[src/rtl/axi_stream_sync_fifo_pkg.sv]
// Shared AXI-Stream payload packing helpers for the sync FIFO and future stream stages.
// Beat field order (MSB..LSB): {tuser, tdest, tid, tlast, tkeep, tstrb, tdata}.
package axi_stream_sync_fifo_pkg;

  function automatic int payload_w(input int byte_width, input int id_width,
                                   input int dest_width, input int user_width);
    return 8*byte_width + 2*byte_width + 1 + id_width + dest_width + user_width;
  endfunction

  function automatic int last_bit(input int byte_width);
    return 10*byte_width;
  endfunction

endpackage

[src/rtl/axi_stream_fifo_mem.sv]
// depth x width register array: synchronous write, asynchronous read.
module axi_stream_fifo_mem #(
  parameter int depth = 16,
  parameter int width = 44,
  localparam int addr_w = $clog2(depth)
) (
  input  logic              clk,
  input  logic              we,
  input  logic [addr_w-1:0] waddr,
  input  logic [width-1:0]  wdata,
  input  logic [addr_w-1:0] raddr,
  output logic [width-1:0]  rdata
);

  logic [width-1:0] mem [depth];

  always_ff @(posedge clk) begin
    if (we) mem[waddr] <= wdata;
  end

  assign rdata = mem[raddr];

endmodule

[src/rtl/axi_stream_sync_fifo.sv]
// First-word-fall-through AXI-Stream FIFO with occupancy and complete-packet counters.
module axi_stream_sync_fifo
  import axi_stream_sync_fifo_pkg::*;
#(
  parameter int byte_width = 4,
  parameter int id_width   = 1,
  parameter int dest_width = 1,
  parameter int user_width = 1,
  parameter int depth      = 16,
  localparam int addr_w    = $clog2(depth)
) (
  input  logic                    clk,
  input  logic                    reset,
  input  logic                    s_tvalid,
  output logic                    s_tready,
  input  logic [8*byte_width-1:0] s_tdata,
  input  logic [byte_width-1:0]   s_tstrb,
  input  logic [byte_width-1:0]   s_tkeep,
  input  logic                    s_tlast,
  input  logic [id_width-1:0]     s_tid,
  input  logic [dest_width-1:0]   s_tdest,
  input  logic [user_width-1:0]   s_tuser,
  output logic                    m_tvalid,
  input  logic                    m_tready,
  output logic [8*byte_width-1:0] m_tdata,
  output logic [byte_width-1:0]   m_tstrb,
  output logic [byte_width-1:0]   m_tkeep,
  output logic                    m_tlast,
  output logic [id_width-1:0]     m_tid,
  output logic [dest_width-1:0]   m_tdest,
  output logic [user_width-1:0]   m_tuser,
  output logic [addr_w:0]         level,
  output logic [addr_w:0]         pkt_count
);

  localparam int pw = payload_w(byte_width, id_width, dest_width, user_width);
  localparam int lw = addr_w + 1;
  localparam logic [addr_w:0] full_lvl = lw'(depth);

  logic [addr_w-1:0] wr_ptr, rd_ptr;
  logic [pw-1:0]     wr_data, rd_data;
  logic              push, pop;
  logic [addr_w:0]   level_next;

  assign push     = s_tvalid & s_tready;
  assign m_tvalid = (level != '0);
  assign pop      = m_tvalid & m_tready;

  assign wr_data = {s_tuser, s_tdest, s_tid, s_tlast, s_tkeep, s_tstrb, s_tdata};
  assign {m_tuser, m_tdest, m_tid, m_tlast, m_tkeep, m_tstrb, m_tdata} = rd_data;

  assign level_next = level + lw'(push) - lw'(pop);

  axi_stream_fifo_mem #(.depth(depth), .width(pw)) u_mem (
    .clk   (clk),
    .we    (push),
    .waddr (wr_ptr),
    .wdata (wr_data),
    .raddr (rd_ptr),
    .rdata (rd_data)
  );

  // Ready looks only at our own occupancy, so a full FIFO cannot take a beat
  // in the same cycle it is popped; it reopens one cycle later.
  always_ff @(posedge clk) begin
    if (reset) begin
      wr_ptr    <= '0;
      rd_ptr    <= '0;
      level     <= '0;
      pkt_count <= '0;
      s_tready  <= 1'b0;
    end else begin
      if (push) wr_ptr <= wr_ptr + 1'b1;
      if (pop)  rd_ptr <= rd_ptr + 1'b1;
      level     <= level_next;
      pkt_count <= pkt_count + lw'(push & s_tlast) - lw'(pop & rd_data[last_bit(byte_width)]);
      s_tready  <= (level_next != full_lvl);
    end
  end

endmodule

[config.mk]
export PLATFORM = sky130hd
export DESIGN_NAME = axi_stream_sync_fifo
export DESIGN_NICKNAME = d
export VERILOG_FILES = /design/src/rtl/axi_stream_sync_fifo_pkg.sv /design/src/rtl/axi_stream_fifo_mem.sv /design/src/rtl/axi_stream_sync_fifo.sv
export SDC_FILE = /design/constraint.sdc
export NUM_CORES = 1
export LEC_CHECK = 0
export BUFFER_PORTS_ARGS = -buffer_cell sky130_fd_sc_hd__clkbuf_2
export CORE_ASPECT_RATIO = 1.5
export CORE_MARGIN = 10
export CORE_UTILIZATION = 32
export CTS_BUF_LIST = sky130_fd_sc_hd__clkbuf_8
export CTS_CLUSTER_DIAMETER = 60
export CTS_CLUSTER_SIZE = 8
export DETAILED_ROUTE_END_ITERATION = 8
export SLEW_MARGIN = 20
export SYNTH_ARGS = -nofsm -noshare
export SYNTH_HDL_FRONTEND = slang
export SYNTH_SLANG_ARGS = --single-unit
[constraint.sdc]
create_clock -name clk -period 5.3 [get_ports clk]
set_input_delay 0.53 -clock clk [delete_from_list [all_inputs] [get_ports clk]]
set_output_delay 0.53 -clock clk [all_outputs]
set_load 0.01 [all_outputs]
## After elaboration in Yosys (flattened, before gate mapping)

Memories as Yosys holds them, arrays and structs flattened. A register that Yosys moved wholly into a read port is not among the register bits.
Cells that the tools add are included.

- Equal/unequal tests: 1
- Multiplexer cells: 4
- Add/subtract/negate cells: 6
- Reductions and logical operators: 1
- Bitwise gates (word level): 4

Operators by type and width:

| cell | number |
|---|---|
| $add A5 B1 Y5 | 2 |
| $sub A5 B1 Y5 | 2 |
| $add A4 B1 Y4 const B | 2 |
| $mux W4 | 2 |
| $ne A5 B5 Y1 const B | 1 |
| $reduce_bool A5 Y1 | 1 |
| $and A1 B1 Y1 | 4 |
| $mux W1 | 2 |

- Memory bits (writable): 704
- Bits of input ports: 48
- Register bits after elaboration: 19
- Word-level logic and storage cells: 22
- Memories kept: 1
- Output and inout port bits: 56

Memories:

| memory | words | width | read ports | clocked after memory_dff | write ports | RTL line | text |
|---|---|---|---|---|---|---|---|
| u_mem.mem | 16 | 44 | 1 | 1 | 1 | axi_stream_fifo_mem.sv:15 | `logic [width-1:0] mem [depth];` |

## Depth between registers and ports, before layout

Gate-level depths: netlist (run 1).

- Word-level depth: 4
- Gate-level depth with buffers: 15

## Hierarchy

From an unflattened synthesis (run 1), not the netlist that was laid out.

- Cell total of the unflattened synthesis: 1,209
- Area total of the unflattened synthesis: 27,392.5 um^2

By module, submodules not included:

| module | area an instance (um^2) | cells each | instances |
|---|---|---|---|
| axi_stream_fifo_mem | 26,387.8 | 1,098 | 1 |
| axi_stream_sync_fifo | 1,004.7 | 111 | 1 |

## Least setup slack after synthesis (run 1)

OpenSTA, ideal clock, no wires.

- Path type: reg2reg
- From: register level[3]
- To: register s_tready
- Required time: 5.162 ns
- Stages on the path, launching flop included: 16
- Library setup time: 0.138 ns
- Path slack: 2.389 ns
- Path buffers: 1
- Data arrival time: 2.773 ns
- Path through: dfxtp_1 > inv_1 > ha_1 > or4b_1 > clkbuf_1 > nand2_1 > inv_1 > ha_1 > inv_1 > ha_1 > inv_1 > fa_1 > nand2b_1 > a21oi_1 > xnor2_1 > a41oi_1

- Word-level cells in the longest chain between the ends: 4
- Elaborated cells between the ends (all ways): 5
- Classes of those cells: 2 x add/sub; 1 x eq/ne; 1 x bitwise; 1 x reduce/logical

RTL lines:

| element | RTL line | text |
|---|---|---|
| start: declaration | axi_stream_sync_fifo.sv:32 | `output logic [addr_w:0] level,` |
| start signal: assignment | axi_stream_sync_fifo.sv:75 | `level <= level_next;` |
| $reduce_bool A5 Y1 | axi_stream_sync_fifo.sv:46 | `assign m_tvalid = (level != '0);` |
| named net m_tvalid | axi_stream_sync_fifo.sv:23 | `output logic m_tvalid,` |
| $and A1 B1 Y1 | axi_stream_sync_fifo.sv:47 | `assign pop = m_tvalid & m_tready;` |
| $sub A5 B1 Y5 | axi_stream_sync_fifo.sv:52 | `assign level_next = level + lw'(push) - lw'(pop);` |
| $ne A5 B5 Y1 | axi_stream_sync_fifo.sv:77 | `s_tready <= (level_next != full_lvl);` |
| end signal: assignment | axi_stream_sync_fifo.sv:77 |  |
| end: declaration | axi_stream_sync_fifo.sv:15 | `output logic s_tready,` |

The timed path passes the listed nets, and every way through them passes these cells.
A chain may end at the register's enable or synchronous reset.

==> results of run 1 <==
## registers in the layout, indices dropped and copies added (netlist names), named ones only
name and flops:
level 5, pkt_count 5, s_tready 1, u_mem.mem 704, rd_ptr 4, wr_ptr 4
## worst paths after layout
kind                            slack [ns]  cells past startpoint            to
worst min-delay path                  0.10                      3     wr_ptr[1]
worst max-delay path                  1.47                      5    m_tdata[4]
worst max register to register        1.91                     13  pkt_count[4]
worst min register to register        0.50                      2          flop
## cell families after synthesis
| group | after synthesis | synth area share |
|---|---|---|
| adders and majority gates | 18 | 0.008720 |
| AOI/OAI and AO/OA | 98 | 0.02607 |
| buffers and inverters | 80 | 0.01467 |
| and+or+nand+nor | 109 | 0.01876 |
| DFF | 727 | 0.7841 |
| xor gates and xnor gates | 12 | 0.003815 |
| muxes | 176 | 0.1439 |
## power by group
group | switching (mW) | internal (mW) | total (mW)
registers | 0.133 | 6.45 | 6.59
logic | 1.28 | 1.24 | 2.52
clock network | 2.01 | 1.78 | 3.79
total | 3.42 | 9.47 | 12.9
## routing by layer
layer | global-route usage | vias to the layer above
met4 | 0.04101 | 8
met5 | 0 | -
met2 | 0.2172 | 337
li1 | - | 5394
met3 | 0.03189 | 89
met1 | 0.1623 | 6911
## synth_stat cells (all sizes together) (8+ instances only)
| cell type | n | area share |
|---|---|---|
| inv | 16 | 0.0022 |
| buf | 29 | 0.0077 |
| clkbuf | 35 | 0.0048 |
| ha | 16 | 0.0073 |
| a22oi | 86 | 0.023 |
| mux4 | 176 | 0.14 |
| nand2 | 48 | 0.0065 |
| dfxtp | 23 | 0.017 |
| and2 | 13 | 0.0030 |
| xor2 | 9 | 0.0029 |
| nand3 | 8 | 0.0015 |
| edfxtp | 704 | 0.77 |
| nor2b | 11 | 0.0025 |
| nor2 | 15 | 0.0020 |
## layout make-up
cell class,instances,area (um^2)
Tap cell,1130,1414
Clock inverter,29,193.9
Clock buffer,101,1390
Fill cell,7886,54310
Timing Repair Buffer,113,628.1
Antenna cell,4,10.01
Inverter,16,60.06
Sequential cell,727,21610
Multi-Input combinational cell,413,5619
## metrics by stage
stage / worst slack, ns / util / cells / power (mW)
5_1_grt: 1.179 / 0.3628 / 2531 / 13.52
2_1_floorplan: 2.389 / - / 1220 / 8.562
4_1_cts: 1.296 / 0.3627 / 2529 / 13.08
3_3_place_gp: 1.999 / 0.3441 / 2399 / 9.253
6_report: 1.470 / 0.3628 / 2533 / 12.90
3_5_place_dp: 1.931 / 0.3441 / 2399 / 9.305
## tightest hold or removal path, stage by stage
cell and delay [ns]:
clkbuf_2 0.13, nand3_1 0.09, a21oi_1 0.05
==> summary.txt, run 1 <==
Final layout
  • NumNets Final: roughly 1400
  • Design area: 0.03092 mm^2
  • Most frequent cells in the layout: edfxtp_1 (704), mux4_2 (176), clkbuf_2 (103)
  • Layout cell share with drive strength beyond 1: 0.3009
  • Most common cell after layout, fill and taps aside: edfxtp_1
  • Syn-to-layout area delta: 12.25%

Global route
  • Largest net degree at the start of global routing: approximately 110
  • Global-route usage over all layers: 0.1293
  • Total global routing overflow: 0
  • Vias in the first global route: between 10000 and 15000
  • First-pass GRT wire length: 93120 um
  • Initial antenna violation count: 7

Worst setup path
  • Critical path buffers and inverters: 2
  • CP Data Required Time: around 4.8 ns
  • Setup Crit Path Kind: flop to output pin
  • Worst path cell trace: buf_4 -> mux4_2 -> a22oi_1 -> nand2_1 -> clkbuf_2
  • Kind of cell adding the most delay to the critical path: flip-flops
  • Critical path peak fanout: 34
  • Critical Path Start Type: flop
  • Critical path's slowest cell: dfxtp_4
  • Critical path's largest stage delay: 0.82 ns
  • Worst setup EP type: output pin
  • Arr. time, crit path: 3.30 ns

Yosys
  • Cell Area, Synth: approximately 0.028 mm^2
  • EDFF count, synth: 704
  • Synth Warn #: 0
  • Synth cell types: 30
  • Mean Syn Cell Area: 22.58 um^2
  • Post-synth net total: between 1000 and 1500
  • Most used DFF post-synth: edfxtp_1
  • Cells after synthesis: between 1000 and 1500
  • Async SR Flop Fraction: 0
  • Seq/Total Area, Yosys: 0.7841
  • Flops & latches, synth: 727

Pwr
  • P_leak: between 9 and 10 nW
  • Pwr Density: 417.1 mW/mm^2
  • Max rail drop VDD: just under 0.0003 V

Timing
  • Hold_ws: 0.1029 ns
  • # setup viols final: 0
  • Worst-margin pin slew: roughly 1.0 ns
  • RSZ-0062 raised after global routing: no
  • Rel. slew slack: 0.3123
  • FMAX: around 260 MHz
  • Crit share post-route: 0.7227
  • Fin Setup TNS: 0 ns
  • Final Hold Viols: 0
  • Tmin final: approximately 3.8 ns
  • Clock Skew: approximately 0.027 ns
  • Pins Over Slew Limit: 0

Route
  • Iter 0 DRT Violations: 986
  • Vias: about 13000
  • Met2 WL post-DR: around 32000 um
  • Routed vias/inst: ~5.0
  • Routed WL per cell: 25.08 um
  • Initial DRT Pass Iterations: 5
  • DRT antenna net count: 0
  • Routed wire length on met3: about 3500 um
  • # DRC: 0
  • Highest metal used: met5
  • Metal-1 WL: 26650 um
  • Routed Wire Length: about 64000 um

Placement
  • Placement Cell Area: 0.02933 mm^2
  • Post-DP HPWL: around 30000 um
  • GP Congestion: ~0.73
  • PortBufs: around 100

Clock tree
  • CTS Buf Count: just over 100
  • CTS max path bufs: 3
  • CTS resizes: 0
  • CTS clock-pin slew for the worst setup and hold paths: roughly 0.06 ns
  • Clk Latency, worst-skew pair: 0.74 ns
  • CTS Sinks: 727
  • CTS H-tree depth: 3
  • CTS tree: done
  • Setup Fix Bufs, Post-CTS: 0
  • Clock root buffer: clkbuf_8
  • Cts hold-fix bufs: 0

Floorplan
  • Cell Rows: 131
  • Die X: 259.6 um
  • Core area: about 0.085 mm^2
  • Starting Density: 0.3232
  • Die Height: between 300 and 400 um
  • Die area: roughly 0.098 mm^2
  • Ports: 104

Hold path
  • HP Start: s_tvalid
  • HP Class: primary input to flop

Status
  • Outcome: completed

Flow run
  • Max-Cap Viols: 0
Power figures use the tool's default switching activity.
==> inputs of run 2 (changes only) <==
==> constraint.sdc (replaced) <==
create_clock -name clk -period 3.9 [get_ports clk]
set_input_delay 0.39 -clock clk [delete_from_list [all_inputs] [get_ports clk]]
set_output_delay 0.39 -clock clk [all_outputs]
set_load 0.01 [all_outputs]
==> summary.txt, run 2 (synthesized netlist as in run 1, its figures left out) <==
Placement
  • Post-DP HPWL: 30260 um (-0.52%)
  • Placement Cell Area: 0.02935 mm^2 (about the same)
  • Dpl cells: 2399 (unchanged)
  • GP Congestion: 0.7125 (-1.8%)
  • PortBufs: 103 (unchanged)

Floorplan
  • Core area: 0.08523 mm^2 (unchanged)
  • Cell Rows: 131 (unchanged)
  • Die Height: 379.4 um (unchanged)
  • Starting Density: 0.3232 (unchanged)
  • Die area: 0.09847 mm^2 (unchanged)
  • Ports: 104 (unchanged)
  • Die X: 259.6 um (unchanged)

Timing
  • Pins Over Slew Limit: 0 (unchanged)
  • Worst-margin pin slew: 1.097 ns (+0.06527 ns)
  • Rel. slew slack: 0.2688 (-0.04351)
  • Tmin final: ~3.4 ns
  • # setup viols final: 0 (unchanged)
  • Final Hold Viols: 0 (unchanged)
  • Fin Setup TNS: 0 ns (unchanged)
  • RSZ-0062 raised after global routing: no
  • Clock Skew: 0.02959 ns (+0.002803 ns)
  • Crit share post-route: 0.8721
  • FMAX: between 200 and 300 MHz

Clock tree
  • CTS H-tree depth: 3 (unchanged)
  • Cts hold-fix bufs: 2 (+2)
  • Clk Latency, worst-skew pair: 0.68 ns (-0.06 ns)
  • CTS clock-pin slew for the worst setup and hold paths: 0.07 ns (about the same)
  • CTS Buf Count: 101 (unchanged)
  • CTS tree: done
  • Clock root buffer: clkbuf_8
  • CTS max path bufs: 3 (unchanged)
  • CTS Sinks: 727 (unchanged)
  • CTS resizes: 0 (unchanged)
  • Setup Fix Bufs, Post-CTS: 0 (unchanged)

Pwr
  • Seq pwr share: 0.511 (about the same)
  • Max rail drop VDD: 0.0005056 V (+74%)
  • Pwr Density: 563.6 mW/mm^2 (+35%)
  • Comb pwr share: 0.202 (+0.007)
  • Clock share of power: 0.287 (-0.007)
  • P_leak: 9.638 nW (about the same)
  • Psw: 4.530 mW (+32%)
  • Switch share: 0.2600 (-0.005568)
  • P_int: 12.89 mW (+36%)

Worst setup path
  • R2R Path End: pkt_count[4]
  • Worst setup EP type: flop
  • R2R Setup Slk: 0.50 ns (-1.41 ns)
  • Setup Crit Path Kind: flop to flop
  • Critical Path Start Type: flop
  • Arr. time, crit path: 3.95 ns (+0.65 ns)
  • Critical path buffers and inverters: 2 (unchanged)
  • Cells on worst reg2reg path: 13 (unchanged)
  • Critical path peak fanout: 8 (-76%)
  • Critical path's largest stage delay: 0.64 ns (-0.18 ns)
  • Worst path cell trace: mux4_2 -> nor2b_1 -> a211oi_1 -> nor3_1 -> ha_1 -> inv_1 -> ha_1 -> inv_1 -> fa_1 -> nor2b_1 -> o21ai_0 -> a21oi_1 -> nor3b_1
  • Kind of cell adding the most delay to the critical path: adder cells
  • Critical path's slowest cell: dfxtp_1
  • CP Data Required Time: 4.45 ns (-0.32 ns)

Hold path
  • HP Class: primary input to flop
  • HP Start: s_tdata[19]
  • Hold endpoint: u_mem.mem[5][19]
  • Cell depth of the worst min-delay path: 1 (-2)

Final layout
  • Syn-to-layout area delta: 12.22% (about the same)
  • Max FFs per register: 704 (unchanged)
  • NumNets Final: 1440 (+0.14%)
  • Most common cell after layout, fill and taps aside: edfxtp_1
  • Top flop regs: u_mem.mem x704, level x5, pkt_count x5
  • Top reg by flops: u_mem.mem
  • Fin cells: 2529 (-0.16%)
  • Design area: 0.03091 mm^2 (about the same)
  • Layout cell share with drive strength beyond 1: 0.2985 (-0.002432)
  • Most frequent cells in the layout: edfxtp_1 (704), mux4_2 (176), clkbuf_8 (103), clkbuf_2 (103), a22oi_1 (86)

Route
  • Initial DRT Pass Iterations: 7 (+2)
  • DRT antenna net count: 0 (unchanged)
  • Routed vias/inst: 5.021 (-0.16%)
  • # DRC: 0 (unchanged)
  • Routed WL per cell: 24.66 um (-1.7%)
  • Vias: 12699 (-0.31%)
  • Iter 0 DRT Violations: 956 (-3.0%)
  • Routed Wire Length: 62370 um (-1.8%)

Global route
  • Global-route usage over all layers: 0.1267 (-0.002619)
  • Vias in the first global route: 14164 (+1.3%)
  • First-pass GRT wire length: 92150 um (-1.0%)
  • Initial antenna violation count: 8 (+1)
  • Largest net degree at the start of global routing: 173 (+54%)
  • Total global routing overflow: 0 (unchanged)

Flow run
  • Max-Cap Viols: 0 (unchanged)

Status
  • Outcome: completed
==> run 2: cell count changes in the layout (fill, tap and decap cells not counted), moves of 2 or more <==
cell,delta
buf_12,+2
buf_4,-2
clkbuf_8,+2
diode_2,-2
dlygate4sd3_1,+2
inv_12,-2
==> run 2: how the worst max path moves through the flow <==
| stage | slack (ns) | from | cells past startpoint | end |
|---|---|---|---|---|
| floorplan | 0.99 | level[3] | 15 | s_tready |
| global placement | 0.57 | flop | 13 | pkt_count[4] |
| detailed placement | 0.47 | flop | 13 | pkt_count[4] |
| CTS | 0.46 | flop | 13 | pkt_count[4] |
| global route | 0.20 | flop | 13 | pkt_count[4] |
| finish | 0.50 | flop | 13 | pkt_count[4] |
==> run 2: worst reg2reg max path, stage by stage (launching register included) <==
cell and delay [ns]:
dfxtp_1 0.64, mux4_2 0.56, nor2b_1 0.14, a211oi_1 0.36, nor3_1 0.10, ha_1 0.28
inv_1 0.06, ha_1 0.16, inv_1 0.06, fa_1 0.40, nor2b_1 0.17, o21ai_0 0.12
a21oi_1 0.16, nor3b_1 0.06
==> run 2: per-layer routing <==
metal	track usage	routed length (um)	up-vias
met2	0.2205	32300	321
met5	0	58	-
met4	0.04145	1326	10
met1	0.1561	25650	6885
li1	-	-	5386
met3	0.02446	3034	97
==> run 2: final cells by class <==
type                       instances  area [um^2]
clock inverter                    23        117.6
timing repair buffer             115        673.1
fill                            7861        54320
tap                             1130         1414
antenna                            2        5.005
multi-input combinational        413         5619
clock buffer                     103         1418
inverter                          16        60.06
sequential                       727        21610
==> run 2: power by group through the flow <==
stage | Combinational [mW] | Clock [mW] | Sequential [mW]
2_1_floorplan | 2.62 | 0 | 9.02
3_3_place_gp | 3.55 | 0 | 9.05
3_5_place_dp | 3.62 | 0 | 9.07
4_1_cts | 3.63 | 5.16 | 8.90
5_1_grt | 3.86 | 5.47 | 8.92
6_report | 3.52 | 5.01 | 8.90
==> run 2: through the flow <==
step                hold slack [ns]  setup WS [ns]  total power, mW    util
finish                       0.1061         0.4987            17.42  0.3627
global route                 0.1040         0.2041            18.25  0.3627
CTS                         0.04504         0.4555            17.69  0.3627
global placement             0.4778         0.5739            12.60  0.3444
detailed placement           0.5024         0.4747            12.68  0.3444
floorplan                    0.4629         0.9894            11.64       -
==> inputs of run 3 (changes only) <==
--- a/config.mk
+++ b/config.mk
@@ -5,6 +5,7 @@
 export SDC_FILE = /design/constraint.sdc
 export NUM_CORES = 1
 export LEC_CHECK = 0
+export ABC_AREA = 1
 export BUFFER_PORTS_ARGS = -buffer_cell sky130_fd_sc_hd__clkbuf_2
 export CORE_ASPECT_RATIO = 1.5
 export CORE_MARGIN = 10
==> summary.txt, run 3 <==
Status
  • Outcome: completed

Final layout
  • Most common cell after layout, fill and taps aside: edfxtp_1
  • Design area: 0.03241 mm^2 (+4.9%)
  • Area of the multi-input gates: 0.006271 mm^2 (+12%)
  • Most frequent cells in the layout: edfxtp_1 (704), nor2_1 (378), o21ai_0 (262)
  • Fin cells: 3521 (+39%)
  • NumNets Final: 2396 (+66%)
  • Layout cell share with drive strength beyond 1: 0.1184 (-0.1801)
  • Max FFs per register: 704 (unchanged)
  • Top flop regs: u_mem.mem x704, level x5, pkt_count x5
  • Top reg by flops: u_mem.mem
  • Syn-to-layout area delta: 12.01%
  • Register area: 0.02161 mm^2 (about the same)
  • Fill cell total of the finished layout: 8452 (+7.5%)

Placement
  • Dpl cells: 3383 (+41%)
  • GP Congestion: 0.7679 (+7.8%)
  • Placement Cell Area: 0.03078 mm^2 (+4.9%)
  • Post-DP HPWL: 37530 um (+24%)
  • PortBufs: 103 (unchanged)

Global route
  • First-pass GRT wire length: 108800 um (+18%)
  • Initial antenna violation count: 5 (-3)
  • Largest net degree at the start of global routing: 227 (+31%)
  • Vias in the first global route: 18070 (+28%)
  • Total global routing overflow: 0 (unchanged)
  • Global-route usage over all layers: 0.1378 (+0.01113)

Yosys
  • Post-Synth Simple-Gate Area: 0.08098 (+0.06222)
  • Compound-gate portion of the synthesized area: 0.1218 (+0.09568)
  • EDFF count, synth: 704 (unchanged)
  • Area share of fa/ha/maj cells after synthesis: 0.008301 (-0.0004189)
  • Largest family of logic cells by synthesized area: compound AO/OA/AOI/OAI gates
  • Most instantiated cells after synthesis: edfxtp_1 (704), nor2_1 (394), o21ai_0 (262)
  • Async SR Flop Fraction: 0 (unchanged)
  • Most frequent cell after synthesis: edfxtp_1
  • Post-synthesis xor/xnor area fraction: 0.001513 (-0.002302)
  • Cell Area, Synth: 0.02894 mm^2 (+5.0%)
  • Synth Warn #: 0 (unchanged)
  • Synth top area cells: edfxtp_1 (73%), nor2_1 (5.1%), o21ai_0 (4.5%)
  • Mux cell area share after synthesis: 0 (-0.1439)
  • Synth cell types: 26 (-13%)
  • Post-synth net total: 2284 (+78%)
  • Most used DFF post-synth: edfxtp_1
  • Biggest area consumer among synthesized cells: edfxtp_1
  • Mean Syn Cell Area: 13.05 um^2 (-42%)
  • Flops & latches, synth: 727 (unchanged)
  • Seq/Total Area, Yosys: 0.7464 (-0.03766)
  • Cells after synthesis: 2218 (+82%)
  • Top cell type's share of synthesized area: 0.7305 (-0.03686)

Timing
  • FMAX: 279.8 MHz (-4.8%)
  • Clock Skew: 0.03301 ns (+0.003420 ns)
  • # setup viols final: 0 (unchanged)
  • Fin Setup TNS: 0 ns (unchanged)
  • Crit share post-route: 0.9163 (+0.04422)
  • RSZ-0062 raised after global routing: no
  • Pins Over Slew Limit: 0 (unchanged)
  • Rel. slew slack: 0.3007 (+0.03194)
  • Tmin final: 3.574 ns (+0.1724 ns)
  • Final Hold Viols: 0 (unchanged)
  • Worst-margin pin slew: 1.049 ns (-0.04791 ns)

Pwr
  • Comb pwr share: 0.232 (+0.030)
  • Switch share: 0.3107 (+0.05074)
  • Total power: 18.23 mW (+4.6%)
  • Max rail drop VDD: 0.0004581 V (-9.4%)
  • Psw: 5.664 mW (+25%)
  • Seq pwr share: 0.493 (-0.018)
  • P_int: 12.56 mW (-2.6%)
  • P_leak: 10.68 nW (+11%)
  • Clock share of power: 0.276 (-0.011)
  • Pwr Density: 562.3 mW/mm^2 (-0.22%)

Worst setup path
  • CP Data Required Time: 3.51 ns (-0.94 ns)
  • Cells on worst reg2reg path: 15 (+2)
  • Critical path's slowest cell: buf_4
  • Worst setup EP type: output pin
  • Critical path peak fanout: 76 (+68)
  • Critical Path Start Type: flop
  • Critical path's largest stage delay: 0.71 ns (+0.07 ns)
  • Setup Crit Path Kind: flop to output pin
  • Worst path cell trace: inv_8 -> buf_4 -> o21ai_0 -> o211ai_1 -> nand3_1 -> nand2_1 -> clkbuf_2
  • Arr. time, crit path: 3.18 ns (-0.77 ns)

Floorplan
  • Starting Density: 0.3214 (-0.001787)
  • Ports: 104 (unchanged)
  • Die Height: 388.3 um (+2.4%)
  • Die X: 265.5 um (+2.3%)
  • Core area: 0.09003 mm^2 (+5.6%)
  • Die area: 0.1031 mm^2 (+4.7%)
  • Cell Rows: 135 (+3.1%)

Clock tree
  • Setup Fix Bufs, Post-CTS: 0 (unchanged)
  • CTS H-tree depth: 3 (unchanged)
  • CTS clock-pin slew for the worst setup and hold paths: 0.07 ns (about the same)
  • CTS Buf Count: 101 (unchanged)
  • CTS tree: done
  • Clock root buffer: clkbuf_8
  • CTS max path bufs: 3 (unchanged)
  • Clk Latency, worst-skew pair: 0.74 ns (+0.06 ns)
  • CTS Sinks: 727 (unchanged)
  • CTS resizes: 0 (unchanged)

Route
  • # DRC: 0 (unchanged)
  • Vias: 17870 (+41%)
  • Routed vias/inst: 5.075 (+1.1%)
  • Routed WL per cell: 20.56 um (-17%)
  • Iter 0 DRT Violations: 1377 (+44%)
  • Initial DRT Pass Iterations: 5 (-2)
  • DRT antenna net count: 0 (unchanged)
  • Routed Wire Length: 72410 um (+16%)

Hold path
  • HP Class: primary input to flop
  • Cell depth of the worst min-delay path: 1 (unchanged)

Flow run
  • Max-Cap Viols: 0 (unchanged)
## run 3: power by group through the flow
stage | combinational, mW | clock, mW | sequential [mW]
after floorplan | 2.94 | 0 | 9.10
after global placement | 4.17 | 0 | 9.13
after detailed placement | 4.27 | 0 | 9.14
after CTS | 4.30 | 5.15 | 8.98
after global routing | 4.74 | 5.45 | 9.00
final | 4.22 | 5.03 | 8.98
## run 3: worst paths after layout
| check | start | endpoint | slack [ns] |
|---|---|---|---|
| min reg2reg | rd_ptr[2] | flop | 0.50 |
| max reg2reg | flop | pkt_count[4] | 0.82 |
| min | s_tdata[10] | u_mem.mem[15][10] | 0.06 |
| max | flop | m_tdest | 0.33 |
## run 3: area by class of cell
cell class / count / share of cell area
clock buffer: 104 / 0.04416
inverter: 118 / 0.01397
antenna: 1 / 0.00007720
tap: 1164 / 0.04493
timing repair buffer: 154 / 0.03308
sequential: 727 / 0.6668
clock inverter: 25 / 0.003551
multi-input combinational: 1228 / 0.1935
## run 3: timing repair
action | 4_1_cts | 5_1_grt
hold endpoints to repair | 86 | 0
endpoints found under the setup margin | 0 | 0
hold buffers | 8 | 0
## run 3: per-layer routing
layer / vias to the layer above / share of wire / track usage
li1: 8274 / - / -
met1: 8975 / 0.40 / 0.1580
met2: 499 / 0.52 / 0.2488
met3: 118 / 0.048 / 0.02395
met4: 4 / 0.030 / 0.05810
met5: - / 0.00030 / 0
## run 3: logic make-up after synthesis
kind of cell    Yosys count
compound gates          617
xor+xnor                  5
buf+inv                 263
flops                   727
simple gates            588
fa+ha+maj                18
## run 3: metrics by stage
step | utilization | hold WS [ns] | setup slack [ns]
global placement | 0.3419 | 0.4690 | 0.8405
CTS | 0.3600 | 0.002054 | 0.2240
finish | 0.3600 | 0.06333 | 0.3263
global route | 0.3600 | 0.05236 | 0.07522
floorplan | - | 0.4468 | 0.8609
detailed placement | 0.3419 | 0.4763 | 0.8355
## run 3: worst max-delay path, delay by kind of cell, from the launching register on
family	cells	cell delay, ns
and+or+nand+nor	2	0.32
buffers and inverters	3	1.26
AOI/OAI and AO/OA	2	0.34
DFF	1	0.49
